$ cat src/rtl/flash_read_responder_pkg.sv
// flash_resp_pkg: shared widths, types and the address-derived sample pattern
// used by flash_read_responder and by anything that needs to predict its data.
//   FLASH_ADDR_W : word address width of the flash read port
//   FLASH_DATA_W : data width of the flash read port
//   sample_word  : pattern for an in-range address (range check is the caller's job)
package flash_resp_pkg;

    localparam int FLASH_ADDR_W = 23;
    localparam int FLASH_DATA_W = 32;

    typedef logic [FLASH_ADDR_W-1:0] flash_addr_t;
    typedef logic [FLASH_DATA_W-1:0] flash_data_t;

    // Low half is {A[14:0],0}, high half is {A[14:0],1}: two distinct
    // 16-bit samples per word, so byte/half swaps show up immediately.
    function automatic flash_data_t sample_word(input flash_addr_t addr);
        return {addr[14:0], 1'b1, addr[14:0], 1'b0};
    endfunction

endpackage

$ cat src/rtl/flash_read_responder_if.sv
// flash_read_responder_if: Avalon-MM read-only port between the audio player
// (master) and its flash memory (slave).
//   read          : read request                      (master -> slave)
//   address       : word address                      (master -> slave)
//   waitrequest   : request not accepted this cycle   (slave -> master)
//   readdatavalid : readdata valid this cycle         (slave -> master)
//   readdata      : returned word                     (slave -> master)
interface flash_read_responder_if;
    import flash_resp_pkg::*;

    logic        read;
    flash_addr_t address;
    logic        waitrequest;
    logic        readdatavalid;
    flash_data_t readdata;

    modport master (
        output read,
        output address,
        input  waitrequest,
        input  readdatavalid,
        input  readdata
    );

    modport slave (
        input  read,
        input  address,
        output waitrequest,
        output readdatavalid,
        output readdata
    );

endinterface

$ cat src/rtl/flash_read_responder_delay_line.sv
// flash_delay_line: fixed-latency pipe of {valid, data} stages.
//   clk       : clock, rising edge
//   rst_n     : asynchronous active-low clear of all stages
//   in_valid  : loads stage 0 valid
//   in_data   : loaded into stage 0 when in_valid
//   out_valid : last stage valid
//   out_data  : last stage data; holds the last valid word between pulses
module flash_delay_line #(
    parameter int LATENCY = 3,
    parameter int WIDTH   = 32
) (
    input  logic             clk,
    input  logic             rst_n,
    input  logic             in_valid,
    input  logic [WIDTH-1:0] in_data,
    output logic             out_valid,
    output logic [WIDTH-1:0] out_data
);

    logic [LATENCY-1:0] valid_q;
    logic [WIDTH-1:0]   data_q [LATENCY];

    // Data only moves together with a valid token, so every stage (and in
    // particular the output stage) keeps the last word that passed through.
    always_ff @(posedge clk or negedge rst_n) begin
        if (!rst_n) begin
            valid_q <= '0;
            for (int i = 0; i < LATENCY; i++) begin
                data_q[i] <= '0;
            end
        end else begin
            valid_q[0] <= in_valid;
            if (in_valid) begin
                data_q[0] <= in_data;
            end
            for (int i = 1; i < LATENCY; i++) begin
                valid_q[i] <= valid_q[i-1];
                if (valid_q[i-1]) begin
                    data_q[i] <= data_q[i-1];
                end
            end
        end
    end

    assign out_valid = valid_q[LATENCY-1];
    assign out_data  = data_q[LATENCY-1];

endmodule

$ cat src/rtl/flash_read_responder.sv
// flash_read_responder: read-only stand-in for the on-board flash controller.
// Answers every accepted read with an address-derived word after a fixed
// latency, limits outstanding reads and can insert periodic one-cycle stalls.
//   CLK_50M      : clock, rising edge
//   RESET_N      : asynchronous active-low reset
//   flash_mem    : Avalon-MM read port (slave side)
//   out_of_range : sticky; a read above ADDR_MAX has been accepted
module flash_read_responder
    import flash_resp_pkg::*;
#(
    parameter int          LATENCY     = 3,
    parameter int          MAX_PENDING = 4,
    parameter int          WAIT_EVERY  = 0,
    parameter flash_addr_t ADDR_MAX    = 23'h7FFFF
) (
    input  logic                   CLK_50M,
    input  logic                   RESET_N,
    flash_read_responder_if.slave  flash_mem,
    output logic                   out_of_range
);

    localparam int PEND_W = $clog2(MAX_PENDING + 1);
    localparam logic [PEND_W-1:0] PEND_FULL = PEND_W'(MAX_PENDING);

    logic [PEND_W-1:0] pending;
    logic              stall;
    logic              accept;
    logic              retire;
    logic              addr_bad;
    flash_data_t       resp_word;

    // Built from registers (and reset) only, so the requester can never form
    // a combinational loop through read -> waitrequest.
    assign flash_mem.waitrequest = ~RESET_N | stall | (pending == PEND_FULL);

    assign accept    = flash_mem.read & ~flash_mem.waitrequest;
    assign retire    = flash_mem.readdatavalid;
    assign addr_bad  = flash_mem.address > ADDR_MAX;
    assign resp_word = addr_bad ? '0 : sample_word(flash_mem.address);

    flash_delay_line #(
        .LATENCY (LATENCY),
        .WIDTH   (FLASH_DATA_W)
    ) u_delay (
        .clk       (CLK_50M),
        .rst_n     (RESET_N),
        .in_valid  (accept),
        .in_data   (resp_word),
        .out_valid (flash_mem.readdatavalid),
        .out_data  (flash_mem.readdata)
    );

    always_ff @(posedge CLK_50M or negedge RESET_N) begin
        if (!RESET_N) begin
            pending <= '0;
        end else begin
            case ({accept, retire})
                2'b10:   pending <= pending + PEND_W'(1);
                2'b01:   pending <= pending - PEND_W'(1);
                default: pending <= pending;
            endcase
        end
    end

    always_ff @(posedge CLK_50M or negedge RESET_N) begin
        if (!RESET_N) begin
            out_of_range <= 1'b0;
        end else if (accept && addr_bad) begin
            out_of_range <= 1'b1;
        end
    end

    generate
        if (WAIT_EVERY > 0) begin : g_stall
            localparam int ACC_W = (WAIT_EVERY > 1) ? $clog2(WAIT_EVERY) : 1;
            localparam logic [ACC_W-1:0] ACC_LAST = ACC_W'(WAIT_EVERY - 1);

            logic [ACC_W-1:0] acc_cnt;

            // stall lasts exactly one cycle; waitrequest blocks accepts
            // during it, so acc_cnt cannot move while it is high.
            always_ff @(posedge CLK_50M or negedge RESET_N) begin
                if (!RESET_N) begin
                    acc_cnt <= '0;
                    stall   <= 1'b0;
                end else begin
                    stall <= 1'b0;
                    if (accept) begin
                        if (acc_cnt == ACC_LAST) begin
                            acc_cnt <= '0;
                            stall   <= 1'b1;
                        end else begin
                            acc_cnt <= acc_cnt + ACC_W'(1);
                        end
                    end
                end
            end
        end else begin : g_no_stall
            assign stall = 1'b0;
        end
    endgenerate

endmodule
$ cat src/flat_wrapper.sv
// flat-port wrapper written by rule: the top's interface ports become plain ports
module flash_read_responder_flat import flash_resp_pkg::*;
#(
    parameter int          LATENCY     = 3,
    parameter int          MAX_PENDING = 4,
    parameter int          WAIT_EVERY  = 0,
    parameter flash_addr_t ADDR_MAX    = 23'h7FFFF
)
  (CLK_50M, RESET_N, out_of_range, flash_mem_read, flash_mem_address, flash_mem_waitrequest, flash_mem_readdatavalid, flash_mem_readdata);
  flash_read_responder_if flash_mem_i ();
  input  logic CLK_50M;
  input  logic RESET_N;
  output logic out_of_range;
  input wire logic [$bits(flash_mem_i.read)-1:0] flash_mem_read;
  input wire logic [$bits(flash_mem_i.address)-1:0] flash_mem_address;
  output wire logic [$bits(flash_mem_i.waitrequest)-1:0] flash_mem_waitrequest;
  output wire logic [$bits(flash_mem_i.readdatavalid)-1:0] flash_mem_readdatavalid;
  output wire logic [$bits(flash_mem_i.readdata)-1:0] flash_mem_readdata;
  assign flash_mem_i.read = flash_mem_read;
  assign flash_mem_i.address = flash_mem_address;
  assign flash_mem_waitrequest = flash_mem_i.waitrequest;
  assign flash_mem_readdatavalid = flash_mem_i.readdatavalid;
  assign flash_mem_readdata = flash_mem_i.readdata;
  flash_read_responder #(.LATENCY(LATENCY), .MAX_PENDING(MAX_PENDING), .WAIT_EVERY(WAIT_EVERY), .ADDR_MAX(ADDR_MAX)) u_core (.CLK_50M(CLK_50M), .RESET_N(RESET_N), .flash_mem(flash_mem_i), .out_of_range(out_of_range));
endmodule
$ cat config.mk
export PLATFORM = sky130hd
export DESIGN_NAME = flash_read_responder_flat
export DESIGN_NICKNAME = d
export VERILOG_FILES = /design/src/rtl/flash_read_responder_pkg.sv /design/src/rtl/flash_read_responder_if.sv /design/src/rtl/flash_read_responder_delay_line.sv /design/src/rtl/flash_read_responder.sv /design/src/flat_wrapper.sv
export SDC_FILE = /design/constraint.sdc
export NUM_CORES = 1
export LEC_CHECK = 0
export BUFFER_PORTS_ARGS = -buffer_cell sky130_fd_sc_hd__buf_2
export CAP_MARGIN = 25
export CORE_MARGIN = 1
export CORE_UTILIZATION = 42
export DETAILED_ROUTE_END_ITERATION = 8
export MAX_ROUTING_LAYER = met4
export PLACE_DENSITY = 0.65
export SLEW_MARGIN = 0
export SYNTH_ARGS = -nofsm -noshare
export SYNTH_HDL_FRONTEND = slang
export SYNTH_SLANG_ARGS = --single-unit
$ cat constraint.sdc
create_clock -name CLK_50M -period 2.6 [get_ports CLK_50M]
set_input_delay 0.52 -clock CLK_50M [delete_from_list [all_inputs] [get_ports CLK_50M]]
set_output_delay 0.52 -clock CLK_50M [all_outputs]
set_load 0.05 [all_outputs]
# Word-level counts from Yosys, hierarchy flattened
# Cells that the tools add are included.
op_classes:
  add_sub_neg: 2
  multipliers: 0
  n_div: 0
  n_lt_le_gt_ge: 1
  n_eq_ne: 3
  shifts: 0
  mux: 2
  bitwise: 4
  n_reduce_logical: 2
ops:
  columns: ["cell", "count"]
  rows:
  - ["$mux W32", 1]
  - ["$gt A23 B19 Y1 const B", 1]
  - ["$pmux W3 S2", 1]
  - ["$add A3 B1 Y3 const B", 1]
  - ["$eq A3 B3 Y1 const B", 1]
  - ["$sub A3 B1 Y3 const B", 1]
  - ["$eq A2 B1 Y1 const B", 1]
  - ["$eq A2 B2 Y1 const B", 1]
  - ["$not A1 Y1", 2]
  - ["$reduce_bool A2 Y1", 1]
  - ["$and A1 B1 Y1", 1]
  - ["$logic_and A1 B1 Y1", 1]
  - ["$or A1 B1 Y1", 1]
word_totals:
  reg_bits: 103
  latch_bits: 0
  ramBits: 0
  rom_bits: 0
  inputBits: 26
  out_inout_bits: 35
  wordCells: 20
  memories: 0

# Depth between registers and ports, before layout
# Gate-level depths: netlist of run 1.
logic_depth:
  ltp_word: 6
  mapped_depth: 8
  depth_no_buf: 8

# Hierarchy
# Synthesis of run 1 repeated with hierarchy kept, for this count alone.
unflattened:
  cells_unflattened: 277
  hier_area_um2: 4710.8
modules_own_cells:
  columns: ["module", "n_inst", "cells_each", "area_per_inst_um2", "seq_area_each_um2"]
  rows:
  - ["flash_delay_line", 1, 239, 4350.4, 2477.4]
  - ["flash_read_responder", 1, 38, 360.3, 100.1]

# Worst setup path before layout of run 1
# No wires, ideal clock.
synth_path:
  kind: "register to register"
  start: "reg u_core.pending[1]"
  end: "reg u_core.pending[2]"
  setup_time_ps: 79
  t_arrival_ps: 1868
  required_time_ps: 2521
  setup_slack_ps: 652
  stages_incl_launch_ff: 9
  cell_sequence: "dfrtp_1 > or3b_4 > nand3_4 > ha_1 > inv_1 > fa_1 > xor2_1 > nor2_1 > xor2_1"
synth_via:
  elab_chain_cells: 6
synth_lines:
  columns: ["item", "line", "source"]
  rows:
  - ["start: declaration", "flash_read_responder.sv:25", "logic [PEND_W-1:0] pending;"]
  - ["start signal: assignment", "flash_read_responder.sv:58", "2'b10: pending <= pending + PEND_W'(1);"]
  - ["start signal: assignment", "flash_read_responder.sv:59", "2'b01: pending <= pending - PEND_W'(1);"]
  - ["start signal: assignment", "flash_read_responder.sv:60", "default: pending <= pending;"]
  - ["$eq A3 B3 Y1", "flash_read_responder.sv:34", "assign flash_mem.waitrequest = ~RESET_N | stall | (pending == PEND_FULL);"]
  - ["$or A1 B1 Y1", "flash_read_responder.sv:34", null]
  - ["$not A1 Y1", "flash_read_responder.sv:36", "assign accept = flash_mem.read & ~flash_mem.waitrequest;"]
  - ["$and A1 B1 Y1", "flash_read_responder.sv:36", null]
  - ["$eq A2 B1 Y1 / $eq A2 B2 Y1 (equally long branches)", "flash_read_responder.sv:57", "case ({accept, retire})"]
  - ["$pmux W3 S2 / $reduce_bool A2 Y1 (equally long branches)", null, null]
# Several ways; a longest one is shown, not always the timed one.
# A chain may end at the register's enable or synchronous reset.

# Final worst setup path of run 1
# Ends and elaborated chain as after synthesis.

==> metrics.md, run 1 <==
| Metric | Value |
|---|---|
| Hold crit path type | input port to async pin |
| Synth cell types | 23 |
| Achievable Freq | 0.4911 GHz |
| Top_reg_cell synth | dfrtp_1 |
| Pins Over Slew Limit | 0 |
| Pwr dens | between 800 and 900 nW/µm² |
| Core ar. | roughly 5600 µm² |
| Slew @ Worst Pin | between 0.7 and 0.8 ns |
| Placed insts | 280 |
| Finish-stage setup viols | 0 |
| Critical Path RT | 2.83 ns |
| Setup WS pre-CTS | between 0.5 and 0.6 ns |
| Synthesized area per cell | 12.98 µm² |
| Die span in x | 78.43 µm |
| Post-CTS sizing | 0 |
| Top-count cell post-synth | dfrtp_1 |
| Slowest stage delay, CP | roughly 0.42 ns |
| Reg clk slew, reported paths | 0.09 ns |
| Post-route antenna net violation count | 0 |
| Share of cells above drive strength 1 | 0.4491 |
| Slew HR | 0.4829 |
| Syn_nets | around 220 |
| Register area share after synthesis | 0.5609 |
| Switching share of total power | 0.3522 |
| Max cap viols | 0 |
| Clk sinks | 55 |
| # rows | 27 |
| Leak pwr | approximately 1.4 nW |
| Non-Filler Instances | around 290 |
| Final instance area | 2669 µm² |
| Cell Chain, Critical Path | or3b_4 > nand3_4 > ha_1 > inv_1 > fa_1 > xor2_1 > nor2_1 > xor2_1 |
| # H-tree levels | 2 |
| Seq cells post-synth | 55 |
| R2R setup slack | between 0.5 and 0.6 ns |
| Max clock buf depth | 2 |
| Setup TNS Final | 0 ns |
| Die extent in y | 78.43 µm |
| P_int | approximately 1.5 mW |
| Status | completed |
| Worst Skew | between 0.007 and 0.008 ns |
| Routed vias/inst | ~4.5 |
| Post-synth EDFFs | 0 |
| Synthesized area | between 2000 and 2500 µm² |
| Final wirelength | between 3000 and 4000 µm |
| First-pass DRT Iterations | 3 |
| Gpl congestion | between 0.6 and 0.7 |
| Synth Warn # | 0 |
| First-pass GRT wire length | between 6000 and 7000 µm |
| CP Max Fanout | 3 |
| Post-CTS setup buffers | 0 |
| Hold Vio Cnt, Final | 0 |
| Vias in the first global route | approximately 1400 |
| Slowest cell on crit path | or3b_4 |
| Sequential power share | 0.463 |
| Detail Placement HPWL | 2410 µm |
| Io pins | between 60 and 70 |
| Synth area leaders | dfrtp_1 (56%), mux2_2 (12%), buf_4 (9.8%), mux2i_1 (6.1%), inv_1 (2.8%) |
| Logic pwr share | 0.290 |
| Post-synthesis cell count | 189 |
| Initial Util | 0.4402 |
| Final WS setup | between 0.5 and 0.6 ns |
| Critical path's most frequent cell | xor2_1 |
| Ant diodes | 0 |
| Reg2Reg Depth | 8 |
| CTS tree | built |
| CTS Root Cell | clkbuf_8 |
| Nets | 243 |
| Worst path top cell family by delay | simple AND/OR/NAND/NOR gates |
| Die area | approximately 6000 µm² |
| Final period util | 0.7832 |
| Unrepaired setup endpoints after global routing | false |
| Avg WL per Cell | 12.75 µm |
| Total CTS buffers | 5 |
| End of the worst register-to-register path | u_core.pending[2]$_DFFE_PN0P_ |
| Maximum VDD drop | 328.8 µV |
| DRC | 0 |
| Synth cell count leaders | dfrtp_1 (55), buf_4 (32), mux2_2 (27), inv_1 (18), nand2_1 (17) |
| Cts hold-fix bufs | 0 |
| Worst r2r src | u_core.pending[1]$_DFFE_PN0P_ |
| Worst Path Arrival | ~2.3 ns |
| Post-synth ARST share | 1.000 |
| Clock network power share | 0.248 |
| GRT Overall Usage | 0.1392 |
| Total gr overflow | 0 |
| Bufs and invs on worst path | 1 |
| Initial antenna violation count | 0 |
| Synth-to-layout area growth | 8.771% |
| Port bufs | 55 |
| Area after DPL | around 2600 µm² |
| DR vias | around 1300 |
| Post-route minimum period | approximately 2 ns |
| Top cell type's share of synthesized area | 0.5609 |
| DRT iter0 DRCs | between 40 and 50 |
| Largest net degree at the start of global routing | 56 |
| Startpoint Class | flip-flop |
| Yosys top cell by area | dfrtp_1 |
| Worst Setup End Kind | flip-flop |
| Skew-Pair Late Insertion Delay | ~0.3 ns |
| Net switching power figure | between 0.8 and 0.9 mW |
| Type of the worst setup path | flip-flop to flip-flop |
## how the worst max path moves through the flow
| stage | start | endpoint | slack, ns | cells past startpoint |
|---|---|---|---|---|
| detailed placement | u_core.pending[1]$_DFFE_PN0P_ | u_core.pending[2]$_DFFE_PN0P_ | 0.55 | 8 |
| floorplan | u_core.pending[1]$_DFFE_PN0P_ | u_core.pending[2]$_DFFE_PN0P_ | 0.65 | 8 |
| finish | u_core.pending[1]$_DFFE_PN0P_ | u_core.pending[2]$_DFFE_PN0P_ | 0.56 | 8 |
| CTS | u_core.pending[1]$_DFFE_PN0P_ | u_core.pending[2]$_DFFE_PN0P_ | 0.54 | 8 |
| global placement | u_core.pending[1]$_DFFE_PN0P_ | u_core.pending[2]$_DFFE_PN0P_ | 0.61 | 8 |
| global route | u_core.pending[1]$_DFFE_PN0P_ | u_core.pending[2]$_DFFE_PN0P_ | 0.42 | 8 |
## cells in the final DEF, fill, tap and decap left out
cell type | netlist | layout
xnor2_1 | 1 | 1
mux2_2 | 27 | 27
o21bai_1 | 1 | 1
bufinv_16 | 0 | 1
dfrtp_1 | 55 | 55
nand3_4 | 1 | 1
conb_1 | 1 | 1
ha_1 | 1 | 1
buf_4 | 32 | 2
clkbuf_8 | 0 | 6
buf_2 | 3 | 55
xor2_1 | 2 | 2
inv_1 | 18 | 18
nor4_4 | 1 | 1
mux2_4 | 1 | 1
o21ai_0 | 1 | 1
clkinv_2 | 0 | 1
nor2_1 | 1 | 1
mux2_1 | 5 | 5
fa_1 | 1 | 1
inv_6 | 1 | 1
nand2_1 | 17 | 17
or3b_4 | 1 | 1
mux2i_1 | 15 | 15
## power groups by stage
stage	combinational, mW	sequential [mW]	clock [mW]
floorplan	0.670	1.05	0
global placement	0.666	1.08	0
detailed placement	0.677	1.09	0
CTS	0.677	1.07	0.601
global route	0.712	1.09	0.638
finish	0.668	1.07	0.571
## routing by layer
metal | track usage | vias to the layer above | wire [µm]
li1 | - | 619 | -
met1 | 0.1648 | 648 | 1704
met2 | 0.2298 | 34 | 1761
met3 | 0.03256 | 5 | 149
met4 | 0.05556 | 0 | 55
met5 | - | - | 0
## area by class of cell
cell class,instances,area [µm²]
inverter,19,76.32
fill,516,2905
multi-input combinational,77,718.2
clock inverter,2,35.03
timing repair buffer,57,290.3
tap,72,90.09
clock buffer,6,82.58
sequential,55,1376
## cells by family after synthesis
logic type | after synthesis | share of synthesized area
AO/OA/AOI/OAI | 2 | 0.005099
adder cells (fa/ha/maj) | 2 | 0.01326
flip-flops | 55 | 0.5609
multiplexers | 48 | 0.2142
other | 1 | 0.001528
buffers and inverters | 57 | 0.1464
AND/OR/NAND/NOR | 21 | 0.04793
XOR/XNOR | 3 | 0.01071
## stage by stage
stage / hold slack, ns / power [mW] / util
detailed placement: 0.4528 / 1.766 / 0.4577
CTS: 0.4347 / 2.350 / 0.4788
global placement: 0.4528 / 1.748 / 0.4577
floorplan: 0.2244 / 1.718 / -
finish: 0.4281 / 2.305 / 0.4788
global route: 0.4437 / 2.438 / 0.4788
## state kept, by name, summed over array words and instances (netlist names)
signal,count
u_core.u_delay.valid_q,3
u_core.u_delay.out_data,16
u_core.u_delay.data_q,32
u_core.pending,3
u_core.out_of_range,1
Power figures use the tool's default switching activity.
==> run 2: changes to the inputs <==
clock period = 1.9 ns   (was 2.6 ns; I/O delays follow)
==> run 2 against run 1 <==
Effect of this change: global-route usage up 0.66 points; first-iteration DRC count is 14% higher; sequential cell count stayed put; sequential share of layout area shrank 0.57 points; critical path depth did not move; maximum frequency grew 8.3%; worst setup slack lost 0.54 ns; critical endpoint unchanged; largest cell class unchanged.
==> metrics.md, run 2 (synthesis results as in run 1) <==
| Metric | Value |
|---|---|
| Design Power | 3.058 mW (+33%) |
| Cts hold-fix bufs | 0 (unchanged) |
| First-pass GRT wire length | 6506 µm (+3.7%) |
| Total CTS buffers | 5 (unchanged) |
| Total gr overflow | 0 (unchanged) |
| DRC | 0 (unchanged) |
| Max clock buf depth | 2 (unchanged) |
| Largest net degree at the start of global routing | 56 (unchanged) |
| Clk sinks | 55 (unchanged) |
| CTS tree | built |
| Pwr dens | 1133 nW/µm² (+31%) |
| Hold Vio Cnt, Final | 0 (unchanged) |
| Pins Over Slew Limit | 0 (unchanged) |
| Achievable Freq | 0.5317 GHz (+8.3%) |
| Startpoint Class | flip-flop |
| Final period util | 0.9898 (+0.2066) |
| DRT iter0 DRCs | 50 (+14%) |
| Skew-Pair Late Insertion Delay | 0.30 ns (about the same) |
| Nets | 251 (+3.3%) |
| Port bufs | 55 (unchanged) |
| Die span in x | 78.43 µm (unchanged) |
| Initial Util | 0.4402 (unchanged) |
| Status | completed |
| Post-route minimum period | 1.881 ns (-0.1556 ns) |
| Worst Setup End Kind | flip-flop |
| Worst Path Arrival | 2.11 ns (-0.16 ns) |
| Final wirelength | 3835 µm (+4.5%) |
| Finish-stage setup viols | 0 (unchanged) |
| Post-route antenna net violation count | 0 (unchanged) |
| Reg clk slew, reported paths | 0.09 ns (about the same) |
| Most frequent cells in the layout | buf_2 (55), dfrtp_1 (55), mux2_2 (27), nand2_1 (17), inv_1 (17) |
| Gpl congestion | 0.6800 (-1.1%) |
| CP Max Fanout | 2 (-1) |
| Die area | 6151 µm² (unchanged) |
| Ant diodes | 0 (unchanged) |
| Type of the worst setup path | flip-flop to flip-flop |
| Unrepaired setup endpoints after global routing | true |
| Routed vias/inst | 4.510 (-0.54%) |
| # rows | 27 (unchanged) |
| Hold crit path type | input port to async pin |
| Avg WL per Cell | 13.04 µm (+2.3%) |
| Number of flip-flops in the largest register | 32 (unchanged) |
| Vias in the first global route | 1348 (-2.2%) |
| Largest Register | u_core.u_delay.data_q |
| Synth-to-layout area growth | 9.995% |
| Fin Hold WS | 0.2706 ns (-0.1575 ns) |
| Share of cells above drive strength 1 | 0.4730 (+0.02390) |
| GRT Overall Usage | 0.1458 (+0.006557) |
| Max cap viols | 0 (unchanged) |
| First-pass DRT Iterations | 3 (unchanged) |
| Final Util | 0.4842 (+0.005387) |
| Slew @ Worst Pin | 0.6877 ns (-0.08795 ns) |
| Leak pwr | 1.420 nW (+1.1%) |
| Reg2Reg Depth | 8 (unchanged) |
| Core ar. | 5574 µm² (unchanged) |
| Io pins | 61 (unchanged) |
| Slew HR | 0.5415 (+0.05863) |
| Critical Path RT | 2.13 ns (-0.70 ns) |
| CTS Root Cell | clkbuf_8 |
| Maximum VDD drop | 389.0 µV (+18%) |
| Worst Skew | 0.002412 ns (-0.004857 ns) |
| # H-tree levels | 2 (unchanged) |
| Die extent in y | 78.43 µm (unchanged) |
| DR vias | 1326 (+1.5%) |
| Detail Placement HPWL | 2596 µm (+7.7%) |
| Initial antenna violation count | 0 (unchanged) |
run 2: cell count changes in the layout (fill, tap and decap cells not counted), sizes merged:
| cell | before | now |
|---|---|---|
| buf | 57 | 65 |
| bufinv | 1 | 0 |
| clkinv | 1 | 0 |
run 2: worst paths after layout:
check / startpoint / to / slack, ns
min: RESET_N / u_core.u_delay.out_data[17]$_DFFE_PN0P_ / 0.27
max in group asynchronous: RESET_N / u_core.u_delay.data_q[82]$_DFFE_PN0P_ / 1.17
max: u_core.pending[0]$_DFFE_PN0P_ / u_core.pending[2]$_DFFE_PN0P_ / 0.02
max reg2reg: u_core.pending[0]$_DFFE_PN0P_ / u_core.pending[2]$_DFFE_PN0P_ / 0.02
min in group CLK_50M: flash_mem_address[10] / u_core.u_delay.data_q[91]$_DFFE_PN0P_ / 0.31
min reg2reg: u_core.pending[2]$_DFFE_PN0P_ / u_core.pending[2]$_DFFE_PN0P_ / 0.47
run 2: timing repair:
item                                    4_1_cts  5_1_grt
endpoints found under the setup margin        1        2
gates resized for setup                       2        0
buffers inserted                              2        1
pin swaps                                     3        1
run 2: area by class of cell:
cell class	count	area [µm²]
clock buffer	6	72.57
fill	505	2875
inverter	19	76.32
multi-input combinational	77	733.2
sequential	55	1376
tap	72	90.09
timing repair buffer	65	350.3
run 2: report_power, final:
group | leakage, nW | switching, mW | internal (mW)
registers | 0.748 | 0.0948 | 1.33
logic | 0.636 | 0.685 | 0.356
clock network | 0.0371 | 0.348 | 0.247
run 2: stage by stage:
stage / setup TNS [ns] / setup slack (ns) / area, µm² / cells
final: 0 / 0.01931 / 2699 / 294
after global routing: -0.06881 / -0.06881 / 2699 / 294
after CTS: -0.004902 / -0.004902 / 2691 / 293
after detailed placement: -0.05739 / -0.05739 / 2601 / 285
after global placement: -0.01439 / -0.01439 / 2601 / 285
after floorplan: 0 / 0.01796 / 2466 / 189
run 2: critical path: stages, from the launching register on:
cell and delay, ns:
dfrtp_1 0.39, or3b_4 0.41, nand3_4 0.08, ha_4 0.14, inv_2 0.04, fa_2 0.33
xor2_1 0.14, nor2_1 0.12, xor2_1 0.15
run 2: layer usage:
layer	GRT usage	routed length (µm)	up-vias
met4	0.05556	69	0
li1	-	-	640
met2	0.2211	1783	31
met3	0.03488	145	5
met1	0.1901	1837	650
met5	-	0	-
